File: config.mk
export PLATFORM = sky130hd
export DESIGN_NAME = exrxidle
export DESIGN_NICKNAME = d
export VERILOG_FILES = /design/src/rtl/exbus_pkg.sv /design/src/rtl/exrx_watchdog.sv /design/src/rtl/exrxidle.sv
export SDC_FILE = /design/constraint.sdc
export NUM_CORES = 1
export LEC_CHECK = 0
export BUFFER_PORTS_ARGS = -buffer_cell sky130_fd_sc_hd__buf_2
export CAP_MARGIN = 20
export CELL_PAD_IN_SITES_DETAIL_PLACEMENT = 0
export CELL_PAD_IN_SITES_GLOBAL_PLACEMENT = 1
export CORE_AREA = 2 2 89 91
export DETAILED_ROUTE_END_ITERATION = 8
export DIE_AREA = 0 0 91 93
export GPL_TIMING_DRIVEN = 0
export PLACE_DENSITY = 0.81
export RECOVER_POWER = 50
export SLEW_MARGIN = 20
export SYNTH_ARGS = -nofsm -noshare
export SYNTH_HDL_FRONTEND = slang
export SYNTH_SLANG_ARGS = --single-unit
export TNS_END_PERCENT = 100
File: constraint.sdc
create_clock -name i_clk -period 6.67 [get_ports i_clk]
set_clock_uncertainty 0.2 [all_clocks]
set_input_delay 1.334 -clock i_clk [delete_from_list [all_inputs] [get_ports i_clk]]
set_output_delay 1.334 -clock i_clk [all_outputs]
set_load 0.05 [all_outputs]
File: src/rtl/exbus_pkg.sv
// Shared exbus word definitions: special-word markers, field positions and
// a word classifier used by both the idle inserter and the idle receiver.
package exbus_pkg;

  localparam int EXB_WIDTH = 35;

  // Bits [34:33] mark a special (non-command) word
  localparam logic [1:0] EXB_SPECIAL = 2'b11;
  // Code in [30:28] of a FIFO-error word
  localparam logic [2:0] EXB_FERR    = 3'b011;

  // Field positions inside a special word
  localparam int EXB_AUX_HI   = 32;
  localparam int EXB_AUX_LO   = 31;
  localparam int EXB_IDLE_BIT = 30;
  localparam int EXB_CTS_BIT  = 29;
  localparam int EXB_INT_BIT  = 28;

  typedef enum logic [1:0] {
    EXB_CLS_DATA  = 2'd0,
    EXB_CLS_IDLE  = 2'd1,
    EXB_CLS_FERR  = 2'd2,
    EXB_CLS_OTHER = 2'd3
  } exb_class_t;

  // Decode the kind of a received word
  function automatic exb_class_t exb_classify(input logic [EXB_WIDTH-1:0] word);
    exb_class_t cls;
    if (word[34:33] != EXB_SPECIAL)
      cls = EXB_CLS_DATA;
    else if (word[EXB_IDLE_BIT])
      cls = EXB_CLS_IDLE;
    else if (word[30:28] == EXB_FERR)
      cls = EXB_CLS_FERR;
    else
      cls = EXB_CLS_OTHER;
    return cls;
  endfunction

endpackage

File: src/rtl/exrx_watchdog.sv
// Receive watchdog: counts cycles since the last accepted word and pulses
// o_expire for one cycle when the count reaches all-ones, then wraps.
module exrx_watchdog #(
  parameter int LGTIMEOUT = 25
) (
  input  logic i_clk,
  input  logic i_reset,
  input  logic i_clear,
  output logic o_expire
);

  localparam logic [LGTIMEOUT-1:0] ONE = LGTIMEOUT'(1);

  logic [LGTIMEOUT-1:0] r_count;

  // An accept on the expiry cycle wins, so expiry never coincides with one
  assign o_expire = !i_clear && (&r_count);

  // Free-running idle-time counter, restarted by every accepted word
  always_ff @(posedge i_clk or posedge i_reset) begin
    if (i_reset)
      r_count <= '0;
    else if (i_clear)
      r_count <= '0;
    else
      r_count <= r_count + ONE;
  end

endmodule

File: src/rtl/exrxidle.sv
// exbus receive idle/status extractor: consumes idle and FIFO-error words,
// forwards everything else, tracks remote status and link sync.
module exrxidle
  import exbus_pkg::*;
#(
  parameter int SYNC_IDLES = 5,
  parameter int LGTIMEOUT  = 25
) (
  input  logic                 i_clk,
  input  logic                 i_reset,
  input  logic                 i_stb,
  input  logic [EXB_WIDTH-1:0] i_word,
  input  logic                 i_err,
  output logic                 o_busy,
  output logic                 o_stb,
  output logic [EXB_WIDTH-1:0] o_word,
  input  logic                 i_busy,
  output logic [1:0]           o_aux,
  output logic                 o_cts,
  output logic                 o_int,
  output logic                 o_int_edge,
  output logic                 o_fifo_err,
  output logic                 o_sync
);

  localparam logic       ST_HUNT     = 1'b0;
  localparam logic       ST_SYNC     = 1'b1;
  localparam logic [2:0] SYNC_TARGET = 3'(SYNC_IDLES);

  exb_class_t           w_class;
  logic                 w_accept;
  logic                 w_idle;
  logic                 w_ferr;
  logic                 w_other;
  logic                 w_forward;
  logic                 w_expire;
  logic                 w_drop;
  logic [2:0]           w_idle_inc;

  logic                 r_state;
  logic [2:0]           r_idle_cnt;
  logic                 r_stb;
  logic [EXB_WIDTH-1:0] r_word;
  logic [1:0]           r_aux;
  logic                 r_cts;
  logic                 r_int;
  logic                 r_int_edge;
  logic                 r_fifo_err;

  assign o_busy     = r_stb && i_busy;
  assign w_accept   = i_stb && !o_busy;
  assign w_class    = exb_classify(i_word);
  assign w_idle     = w_accept && (w_class == EXB_CLS_IDLE);
  assign w_ferr     = w_accept && (w_class == EXB_CLS_FERR);
  assign w_other    = w_accept && (w_class == EXB_CLS_OTHER);
  assign w_forward  = w_accept && ((w_class == EXB_CLS_DATA) || (w_class == EXB_CLS_OTHER));
  // Expiry only matters once synchronized; a framing error always restarts the hunt
  assign w_drop     = i_err || ((r_state == ST_SYNC) && w_expire);
  assign w_idle_inc = (r_idle_cnt == 3'd7) ? 3'd7 : r_idle_cnt + 3'd1;

  exrx_watchdog #(
    .LGTIMEOUT(LGTIMEOUT)
  ) u_watchdog (
    .i_clk    (i_clk),
    .i_reset  (i_reset),
    .i_clear  (w_accept),
    .o_expire (w_expire)
  );

  // Output register for forwarded words; holds while downstream stalls
  always_ff @(posedge i_clk or posedge i_reset) begin
    if (i_reset) begin
      r_stb  <= 1'b0;
      r_word <= '0;
    end else if (w_forward) begin
      r_stb  <= 1'b1;
      r_word <= i_word;
    end else if (!i_busy) begin
      r_stb  <= 1'b0;
    end
  end

  // Remote status recovered from idle and other special words
  always_ff @(posedge i_clk or posedge i_reset) begin
    if (i_reset) begin
      r_aux      <= 2'b00;
      r_cts      <= 1'b0;
      r_int      <= 1'b0;
      r_int_edge <= 1'b0;
      r_fifo_err <= 1'b0;
    end else begin
      r_int_edge <= 1'b0;
      r_fifo_err <= w_ferr;
      if (w_idle || w_ferr || w_other)
        r_aux <= i_word[EXB_AUX_HI:EXB_AUX_LO];
      if (w_idle) begin
        r_cts      <= i_word[EXB_CTS_BIT];
        r_int      <= i_word[EXB_INT_BIT];
        r_int_edge <= i_word[EXB_INT_BIT] && !r_int;
      end else if ((r_state == ST_SYNC) && w_expire) begin
        // Remote has gone quiet: stop trusting its clear-to-send
        r_cts <= 1'b0;
      end
    end
  end

  // Idle-run counter and HUNT/SYNC state; loss of sync has priority
  always_ff @(posedge i_clk or posedge i_reset) begin
    if (i_reset) begin
      r_state    <= ST_HUNT;
      r_idle_cnt <= 3'd0;
    end else if (w_drop) begin
      r_state    <= ST_HUNT;
      r_idle_cnt <= 3'd0;
    end else if (w_idle) begin
      r_idle_cnt <= w_idle_inc;
      if ((r_state == ST_HUNT) && (w_idle_inc == SYNC_TARGET))
        r_state <= ST_SYNC;
    end else if (w_other) begin
      r_idle_cnt <= 3'd0;
    end
  end

  assign o_stb      = r_stb;
  assign o_word     = r_word;
  assign o_aux      = r_aux;
  assign o_cts      = r_cts;
  assign o_int      = r_int;
  assign o_int_edge = r_int_edge;
  assign o_fifo_err = r_fifo_err;
  assign o_sync     = r_state;

endmodule

==> results.ini <==
[outcome]
run_status = finished, violations left
violations = capacitance limit, slew limit

[min_path]
worstHoldStart = o_int
min_to = o_int_edge
whs_path_depth = 1
worst_hold_path_type = reg -> reg

[synthesis]
yosysTopAreaCellShare_pct = 56.28
synth_cell_types = 39
avgSynthCellArea_sq_um = 11.96
synth_area_leaders = dfrtp_1 (56%), mux2_2 (13%), nand2_1 (2.6%)
yosysSeqAreaShare_pct = 56.28
synth-warning-count = 0
syn_inst = 264
synth-seq-cells = 71
synth_area_sq_um = 3157
synth_top_area_cell = dfrtp_1
syn-num-nets = 310

[cts]
cts.repair.resized = 0
insertion_delay_ns = 0.36
cts_num_sinks = 71
cts-root-buf = clkbuf_8
clkTransAtPathRegs_ns = 0.08
cts_hold_buf = 0
postCtsSetupBuffers = 0
cts_buffer_depth = 2
cts_made_buffers = 9
htreeDepth = 3
cts_tree = done

[global_route]
grt_max_degree = 42
overflow = 0
grt_pass1_vias = 2336
grt-busiest-layer = met2
met1_usage_pct = 19.60
antenna_found_initial = 0
grt.met3_usage_pct = 3.868
grt_util_all_layers_pct = 15.95
grt_pass1_wl_mm = 10.68
use_met2_pct = 26.60

[floorplan]
boundaryPins = 84
die_x_um = 91
die-area_sq_um = 8463
fp.coreArea_sq_um = 7527
die_h_um = 93
floorplan.rows = 32
initial_utilization_pct = 41.94

[detailed_routing]
vias_per_cell = 4.976
drtIter0Drc = 68
drc = 0
wl_per_cell_um = 13.77
dr_total_vias = 2319
firstDrtPassIters = 4
wirelength_mm = 6.417
drtAntennaViolNets = 0

[place]
io_buffers = 83
place.gp.congestion = 0.7649
dpl_worst_slack_ns = 3.182
hpwl_mm = 4.669

[sta]
worst_slack_ns = 2.650
setup-violations-final = 0
max_freq_mhz = 248.7
finalSetupTns_ns = 0
rsz0062_at_grt = false
max-slew-margin-rel_pct = -44.97
period_share_pct = 60.27
worst_slew_pin_slew_ns = 2.175
slew_viol_final = 42
fin_crit_ns = 4.020
finalHoldViolations = 0

[layout]
mostFrequentLayoutCells = buf_2 (84), dfrtp_1 (71), mux2_2 (37), nand2_1 (22), a21oi_1 (15)
multiInputGateArea_sq_um = 1271
n_fill_cell = 711
regArea_sq_um = 1777
drive_gt1_share_pct = 40.66
diodes = 0
finalNetCount = 405
syn_to_final_growth_pct = 23.31
final_common_cell = buf_2

[power_and_ir_drop]
peakVddDrop_mv = 0.1892
pwr_density_cell_nw_per_um2 = 321.3
power.leakage_nw = 1.791

[critical_path]
crit_path_start_kind = primary input
worstReg2RegEnd = o_word[15]
r2r_cells = 4
crit-reg2reg-launch = o_stb
path_class = in -> async
cp_data_arrival_time_ns = 3.85
crit_required_ns = 6.50
end_kind = asynchronous set/reset pin
path_max_fanout = 41
reg2reg_setup_slack_ns = 4.15

[run]
cap_violations = 1

-- state kept, by name (all words and copies together), names as in the netlist --
signal / flops
o_stb: 1
o_aux: 2
u_watchdog.r_count: 25
r_idle_cnt: 3
o_int: 1
o_word: 35
o_cts: 1
o_int_edge: 1
o_fifo_err: 1
o_sync: 1
-- metal layers --
metal,wire length [um],up-vias
li1,-,1124
met1,2821,1138
met2,3182,43
met3,262,14
met4,151,0
met5,0,-
-- Yosys cell counts, drive strengths merged --
cell / count
dfrtp: 71
nand4bb: 1
and3: 4
xor2: 6
a31o: 1
o21a: 1
o31a: 1
buf: 8
nand2: 22
clkbuf: 2
nand3: 8
or2: 1
o221a: 1
nor3b: 1
inv: 8
o31ai: 2
or3: 11
nor2: 12
o21ai: 13
nor2b: 1
xnor2: 4
mux2: 37
ha: 6
o211ai: 1
and2: 2
nor4: 1
and4: 5
a31oi: 1
nor3: 2
a21oi: 15
nand4: 9
or4: 2
a21boi: 3
or3b: 1
-- worst max-delay path: stages --
cell and delay [ns]:
buf_2 0.10, clkinvlp_2 0.77, clkbuf_1 1.62
-- where the power goes --
part	total, mW	internal (mW)	switching, mW	leakage, nW
Sequential	0.520	0.489	0.0318	0.900
Clock	0.364	0.180	0.184	0.100
Combinational	0.366	0.0980	0.267	0.791
Total	1.25	0.767	0.484	1.79
-- logic make-up after synthesis --
family / count (synthesis) / synth area share (%)
compound gates: 39 / 7.332
xor+xnor: 10 / 2.774
fa+ha+maj: 6 / 2.378
buf+inv: 18 / 3.329
flops: 71 / 56.28
mux: 37 / 13.20
simple gates: 83 / 14.71
-- worst max path at each step --
stage                     cells past startpoint       start                      to
after CTS                                     4      i_busy                  o_busy
final                                         3     i_reset                   o_int
after global placement                        2     i_reset              o_word[26]
after detailed placement                      6  i_word[29]              o_word[15]
after global routing                          3     i_reset  u_watchdog.r_count[10]
after floorplan                               1     i_reset                o_aux[0]
-- area by class of cell --
type	instances	share of cell area, %
Sequential cell	71	45.64
Multi-Input combinational cell	175	32.66
Timing Repair Buffer	84	10.70
Tap cell	102	3.279
Clock buffer	9	3.182
Clock inverter	7	2.186
Buffer	10	1.543
Inverter	8	0.8036
-- per-stage QoR --
step / power (mW) / hold WS (ns) / utilization, % / instance area, sq um / instances
floorplan: 0.8058 / 0.2690 / - / 3157 / 264
global placement: 0.8929 / 0.2404 / 49.15 / 3700 / 449
detailed placement: 0.9014 / 0.2516 / 49.45 / 3722 / 450
CTS: 1.265 / 0.2625 / 52.23 / 3931 / 466
global route: 1.305 / 0.3010 / 51.71 / 3892 / 466
finish: 1.250 / 0.2589 / 51.71 / 3892 / 466
Note: power is estimated with default switching activity, not from simulation.
